File: src/rtl/mem_stage_lsu.sv
// Memory-stage load/store unit: drives the data-memory req/gnt/rvalid bus,
// formats load data, stalls upstream while an access is outstanding and owns
// the M->W pipeline register.
// Optional feature macro: MISALIGN_TRAP_EN (misaligned accesses trap in IDLE
// instead of being force-aligned onto the bus).
module mem_stage_lsu #(
    parameter int TIMEOUT_CYCLES = 255,
    parameter int XLEN           = 32
) (
    input  logic            clk,
    input  logic            rst,
    input  logic [XLEN-1:0] ALUResultM,
    input  logic [XLEN-1:0] WriteDataM,
    input  logic [1:0]      MemWriteM,
    input  logic [1:0]      ResultSrcM,
    input  logic [2:0]      LoadTypeM,
    input  logic [2:0]      RegWriteM,
    input  logic [4:0]      RDM,
    input  logic [XLEN-1:0] PCPlus4M,
    output logic            dmem_req,
    output logic            dmem_we,
    output logic [XLEN-1:0] dmem_addr,
    output logic [XLEN-1:0] dmem_wdata,
    output logic [3:0]      dmem_be,
    input  logic            dmem_gnt,
    input  logic            dmem_rvalid,
    input  logic [XLEN-1:0] dmem_rdata,
    output logic            StallM,
    output logic            BusErrM,
    output logic            MisalignM,
    output logic [XLEN-1:0] ALUResultW,
    output logic [XLEN-1:0] ReadDataW,
    output logic [XLEN-1:0] PCPlus4W,
    output logic [4:0]      RDW,
    output logic [2:0]      RegWriteW,
    output logic [1:0]      ResultSrcW
);

    typedef enum logic [1:0] {S_IDLE, S_REQ, S_WAIT} state_t;

    localparam logic [1:0] SZ_BYTE = 2'd0;
    localparam logic [1:0] SZ_HALF = 2'd1;
    localparam logic [1:0] SZ_WORD = 2'd2;

    state_t      state, state_next;
    logic [15:0] tmo_cnt;
    logic        expire;

    logic        is_store, is_load, mem_op;
    logic [1:0]  acc_size;
    logic        misaligned;
    logic        trap;
    logic [1:0]  off;
    logic [31:0] load_fmt;
    logic [31:0] rdata_w;

    // W-register update controls produced by the output logic
    logic        cap_ok;
    logic        cap_err;

    // Select and extend the requested byte/halfword from the returned word
    function automatic logic [31:0] fmt_load(input logic [31:0] rdata,
                                             input logic [2:0]  lt,
                                             input logic [1:0]  o);
        logic [31:0] sh;
        logic [7:0]  b;
        logic [15:0] h;
        sh = rdata >> {o, 3'b000};
        b  = sh[7:0];
        h  = o[1] ? rdata[31:16] : rdata[15:0];
        case (lt)
            3'b000:  fmt_load = {{24{b[7]}}, b};
            3'b100:  fmt_load = {24'd0, b};
            3'b001:  fmt_load = {{16{h[15]}}, h};
            3'b101:  fmt_load = {16'd0, h};
            default: fmt_load = rdata;
        endcase
    endfunction

    // Decode access kind, size, alignment and effective byte offset
    always_comb begin
        is_store = (MemWriteM != 2'b00);
        is_load  = (ResultSrcM == 2'b01);
        mem_op   = is_store || is_load;
        if (is_store) begin
            case (MemWriteM)
                2'b01:   acc_size = SZ_BYTE;
                2'b10:   acc_size = SZ_HALF;
                default: acc_size = SZ_WORD;
            endcase
        end else begin
            case (LoadTypeM)
                3'b000, 3'b100: acc_size = SZ_BYTE;
                3'b001, 3'b101: acc_size = SZ_HALF;
                default:        acc_size = SZ_WORD;
            endcase
        end
        misaligned = mem_op &&
                     (((acc_size == SZ_HALF) && ALUResultM[0]) ||
                      ((acc_size == SZ_WORD) && (ALUResultM[1:0] != 2'b00)));
`ifdef MISALIGN_TRAP_EN
        trap = misaligned;
        off  = ALUResultM[1:0];
`else
        trap = 1'b0;
        case (acc_size)
            SZ_HALF: off = {ALUResultM[1], 1'b0};
            SZ_WORD: off = 2'b00;
            default: off = ALUResultM[1:0];
        endcase
`endif
    end

    // Bus address, write enable, byte enables and lane-replicated store data
    always_comb begin
        dmem_addr  = {ALUResultM[31:2], 2'b00};
        dmem_we    = is_store;
        dmem_be    = 4'b1111;
        dmem_wdata = 32'd0;
        if (is_store && !trap) begin
            case (acc_size)
                SZ_BYTE: begin
                    dmem_wdata = {4{WriteDataM[7:0]}};
                    dmem_be    = 4'b0001 << off;
                end
                SZ_HALF: begin
                    dmem_wdata = {2{WriteDataM[15:0]}};
                    dmem_be    = 4'b0011 << off;
                end
                default: begin
                    dmem_wdata = WriteDataM;
                    dmem_be    = 4'b1111;
                end
            endcase
        end else if (trap) begin
            dmem_be = 4'b0000;
        end
        load_fmt = fmt_load(dmem_rdata, LoadTypeM, off);
        rdata_w  = is_load ? load_fmt : 32'd0;
    end

    assign expire = (tmo_cnt == 16'(TIMEOUT_CYCLES - 1));

    // State register
    always_ff @(posedge clk) begin
        if (rst) state <= S_IDLE;
        else     state <= state_next;
    end

    // Next-state logic
    always_comb begin
        state_next = state;
        case (state)
            S_IDLE: if (mem_op && !trap) state_next = S_REQ;
            S_REQ: begin
                if (expire)        state_next = S_IDLE;
                else if (dmem_gnt) state_next = S_WAIT;
            end
            S_WAIT: if (dmem_rvalid || expire) state_next = S_IDLE;
            default: state_next = S_IDLE;
        endcase
    end

    // Output logic: bus request, stall, error pulses and W-register controls
    always_comb begin
        dmem_req  = 1'b0;
        StallM    = 1'b0;
        BusErrM   = 1'b0;
        MisalignM = 1'b0;
        cap_ok    = 1'b0;
        cap_err   = 1'b0;
        if (!rst) begin
            case (state)
                S_IDLE: begin
                    if (!mem_op) begin
                        cap_ok = 1'b1;
                    end else if (trap) begin
                        MisalignM = 1'b1;
                        cap_err   = 1'b1;
                    end else begin
                        StallM = 1'b1;
                    end
                end
                S_REQ: begin
                    if (expire) begin
                        BusErrM = 1'b1;
                        cap_err = 1'b1;
                    end else begin
                        dmem_req = 1'b1;
                        StallM   = 1'b1;
                    end
                end
                S_WAIT: begin
                    if (dmem_rvalid) begin
                        cap_ok = 1'b1;
                    end else if (expire) begin
                        BusErrM = 1'b1;
                        cap_err = 1'b1;
                    end else begin
                        StallM = 1'b1;
                    end
                end
                default: ;
            endcase
        end
    end

    // Timeout counter: zero in IDLE so it starts at 0 in the first REQ cycle
    always_ff @(posedge clk) begin
        if (rst || state == S_IDLE) tmo_cnt <= 16'd0;
        else                        tmo_cnt <= tmo_cnt + 16'd1;
    end

    // M->W register: capture on completion, bubble (RegWriteW=0) otherwise
    always_ff @(posedge clk) begin
        if (rst) begin
            ALUResultW <= '0;
            ReadDataW  <= '0;
            PCPlus4W   <= '0;
            RDW        <= '0;
            RegWriteW  <= '0;
            ResultSrcW <= '0;
        end else if (cap_ok || cap_err) begin
            ALUResultW <= ALUResultM;
            ReadDataW  <= cap_ok ? rdata_w : 32'd0;
            PCPlus4W   <= PCPlus4M;
            RDW        <= RDM;
            RegWriteW  <= cap_ok ? RegWriteM : 3'd0;
            ResultSrcW <= ResultSrcM;
        end else begin
            RegWriteW <= 3'd0;
        end
    end

endmodule

File: config.mk
export PLATFORM = sky130hd
export DESIGN_NAME = mem_stage_lsu
export DESIGN_NICKNAME = d
export VERILOG_FILES = /design/src/rtl/mem_stage_lsu.sv
export SDC_FILE = /design/constraint.sdc
export NUM_CORES = 1
export LEC_CHECK = 0
export BUFFER_PORTS_ARGS = -buffer_cell sky130_fd_sc_hd__buf_2
export CAP_MARGIN = 20
export CORE_AREA = 4 4 125 127
export CTS_BUF_LIST = sky130_fd_sc_hd__clkbuf_16
export DETAILED_ROUTE_END_ITERATION = 16
export DIE_AREA = 0 0 129 131
export PLACE_DENSITY = 0.78
export RECOVER_POWER = 25
export SYNTH_ARGS = -nofsm -noshare
export SYNTH_HDL_FRONTEND = slang
export SYNTH_SLANG_ARGS = --single-unit
File: constraint.sdc
create_clock -name clk -period 7.1 [get_ports clk]
set_input_delay 1.42 -clock clk [delete_from_list [all_inputs] [get_ports clk]]
set_output_delay 1.42 -clock clk [all_outputs]
set_load 0.01 [all_outputs]
==> out/metrics.csv <==
stage;metric;value;unit
run_status;status;completed;
synthesis;asr flop ratio synth;0;%
sta;Tmin final;5.70;ns
sta;final hold vios;0;
drt;routed wire length;18.5;mm
worst_hold_path;Hold Crit Start;ReadDataW[31]$_SDFFE_PP0P_;
worst_setup_path;Reg2Reg Depth;7;
synthesis;Ys Warns;0;
sta;Slew Limit Fails;0;
clock_network;Clk Latency, worst-skew pair;0.41;ns
final_layout;commonest non-fill, non-tap cells in the layout;262 x buf_2, 124 x dfxtp_1, 84 x nor2b_1;
synthesis;Yosys reg bits;124;
final_layout;Area Growth Syn to Fin;31.2;%
final_layout;Layout Cells excl Fill;1124;
sta;Least-Margin Pin Slew;0.861;ns
sta;final worst path period share;80.4;%
worst_setup_path;CP arrival;4.28;ns
worst_setup_path;Reg-to-Reg End;ALUResultW[24]$_SDFFE_PP0P_;
synthesis;Cell Area, Synth;6260;um2
sta;final setup vio count;0;
synthesis;Synth Instances;657;
worst_setup_path;Worst EP required;5.68;ns
worst_setup_path;Crit Path Max Fanout;22;
placement;post-DP HPWL;14.2;mm
synthesis;post-synth cell types;48;
drt;Vias/cell;5.15;
floorplanning;die area;16900;um2
placement;routability cong.;0.845;
clock_network;# H-tree levels;4;
worst_setup_path;R2R Setup Slk;4.35;ns
drt;vias after detailed routing;5785;
worst_setup_path;worst r2r src;state[0]$_SDFFE_PP0P_;
final_layout;layout cells sized above 1;40.7;%
sta;Final TNS setup;0;ns
sta;Clock Skew;0.00838;ns
synthesis;Seq/Total Area, Yosys;39.6;%
floorplanning;boundary pin count;326;
clock_network;Clock Path Buffers;2;
synthesis;ys flop type;dfxtp_1;
placement;placed cells;1092;
clock_network;clock sinks;124;
worst_setup_path;CP Capture Type;output pin;
floorplanning;core area;14400;um2
worst_hold_path;hold endpoint;ReadDataW[31]$_SDFFE_PP0P_;
clock_network;PostCTS Resize Cnt;0;
run;Max-Cap Viols;0;
floorplanning;starting density of the core;43.4;%
global_route;first-pass GRT wire length;28.2;mm
drt;initial DRC count;302;
clock_network;CTS tree;built;
synthesis;syn avg cell area;9.53;um2
global_route;vias in the first global route;5632;
global_route;largest net degree at the start of global routing;77;
drt;first-pass iteration count of the detailed router;5;
power;Pwr Density;242;nW/um2
clock_network;CTS Buf Count;17;
sta;Min Hold Slack;0.455;ns
placement;PortBufs;322;
sta;RSZ-0062 raised after global routing;no;
final_layout;final net count;1084;
sta;Rel. slew slack;42.6;%
clock_network;post-cts hold buffer count;0;
clock_network;root buf cell;clkbuf_16;
drt;DRC Markers;0;
floorplanning;row cnt;44;
power;Pleak;0.00376;uW
global_route;antenna violations before repair;1;
synthesis;EDFF count, synth;0;
worst_hold_path;worst hold stages;1;
worst_setup_path;crit start category;input pin;
power;worst vdd ir;0.236;mV
worst_setup_path;WS Path Type;in2out;
floorplanning;die height;131;um
drt;Routed WL per cell;16.5;um
final_layout;commonest non-fill, non-tap cell in the layout;buf_2;
drt;ANT nets after route;0;
clock_network;clock-pin transition on the worst setup and hold timing paths;0.06;ns
worst_hold_path;HP Class;reg2reg;
floorplanning;Die W;129;um
final_layout;n_diodes;0;
global_route;grt ovf;0;
clock_network;# Post-CTS Setup Buffers;0;
sta;Max Clk Rate;0.175;GHz
global_route;total track usage;21.1;%
synthesized netlist by cell type (all sizes together), types with 2 or more instances:
| cell | count | area (um2) |
|---|---|---|
| dfxtp | 124 | 2480 |
| and4 | 2 | 17.5 |
| a21boi | 2 | 15.0 |
| nor2b | 84 | 526 |
| and2 | 3 | 18.8 |
| o21ai | 42 | 210 |
| a32o | 6 | 60.1 |
| buf | 47 | 373 |
| a22oi | 16 | 120 |
| a22o | 2 | 17.5 |
| a221oi | 9 | 96.4 |
| ha | 10 | 125 |
| nand2b | 19 | 119 |
| nand4 | 5 | 31.3 |
| xor2 | 10 | 87.6 |
| nand3 | 27 | 135 |
| inv | 13 | 48.8 |
| nor3 | 3 | 15.0 |
| nor2 | 37 | 139 |
| o2bb2ai | 26 | 228 |
| and3 | 6 | 37.5 |
| mux2 | 77 | 867 |
| or3 | 3 | 18.8 |
| a21oi | 12 | 60.1 |
| a211oi | 13 | 97.6 |
| nand2 | 10 | 37.5 |
| mux2i | 3 | 30.0 |
| clkbuf | 32 | 120 |
state kept, by name (all words and copies together), names as in the netlist:
| signal | cells |
|---|---|
| RegWriteW | 3 |
| state | 2 |
| ALUResultW | 32 |
| PCPlus4W | 32 |
| ResultSrcW | 2 |
| ReadDataW | 32 |
| RDW | 5 |
| tmo_cnt | 16 |
how the worst max path moves through the flow:
stage / slack, ns / startpoint / cells after the start / end
floorplan: 2.32 / LoadTypeM[1] / 8 / dmem_be[0]
global placement: 1.47 / MemWriteM[0] / 12 / dmem_wdata[18]
detailed placement: 1.41 / MemWriteM[0] / 12 / dmem_wdata[18]
CTS: 1.42 / MemWriteM[0] / 12 / dmem_wdata[18]
global route: 1.13 / MemWriteM[0] / 12 / dmem_wdata[18]
finish: 1.40 / MemWriteM[0] / 12 / dmem_wdata[18]
stage by stage:
step                power [uW]  area, um2  setup slack, ns  util, %
CTS                       2010       8290             1.42     57.5
global placement          1110       7680             1.47     53.3
finish                    1990       8220             1.40     57.0
global route              2080       8220             1.13     57.0
detailed placement        1110       7680             1.41     53.3
floorplan                  982       6270             2.32        -
logic make-up after synthesis:
group	Yosys count	share of synthesized area, %
adders and majority gates	10	2.00
other	1	0.0599
DFF	124	39.6
muxes	81	14.7
AOI/OAI and AO/OA	136	15.6
and+or+nand+nor	202	17.8
buffers and inverters	92	8.65
xor gates and xnor gates	11	1.54
area by class of cell:
cell class | instances | area, um2
clock buffers | 17 | 425
clock inverters | 15 | 186
fillers | 1299 | 6210
inverters | 13 | 48.8
multi-input cells | 443 | 3260
flip-flops and latches | 124 | 2480
well taps | 184 | 230
repair buffers | 328 | 1580
critical path: stages:
cell and delay, ns:
buf_2 0.09, inv_1 0.09, ha_1 0.62, buf_4 0.32, inv_1 0.12, nor2_1 0.14
a22o_1 0.14, ha_1 0.48, nand2b_1 0.37, nand3_1 0.12, a21oi_1 0.19, buf_2 0.16
power by group:
group / internal, uW / total (uW) / switching, uW
registers: 731 / 747 / 16.0
clock network: 557 / 894 / 337
logic: 154 / 345 / 191
total: 1440 / 1990 / 544
routing by layer:
layer  GRT usage [%]  up-vias  share of wire (%)
li1                -     2831                  -
met3            8.98       28                 11
met5               0        -              0.038
met2            37.7      260                 50
met1            22.7     2664                 37
met4            6.49        2                1.8
Power figures use the tool's default switching activity.
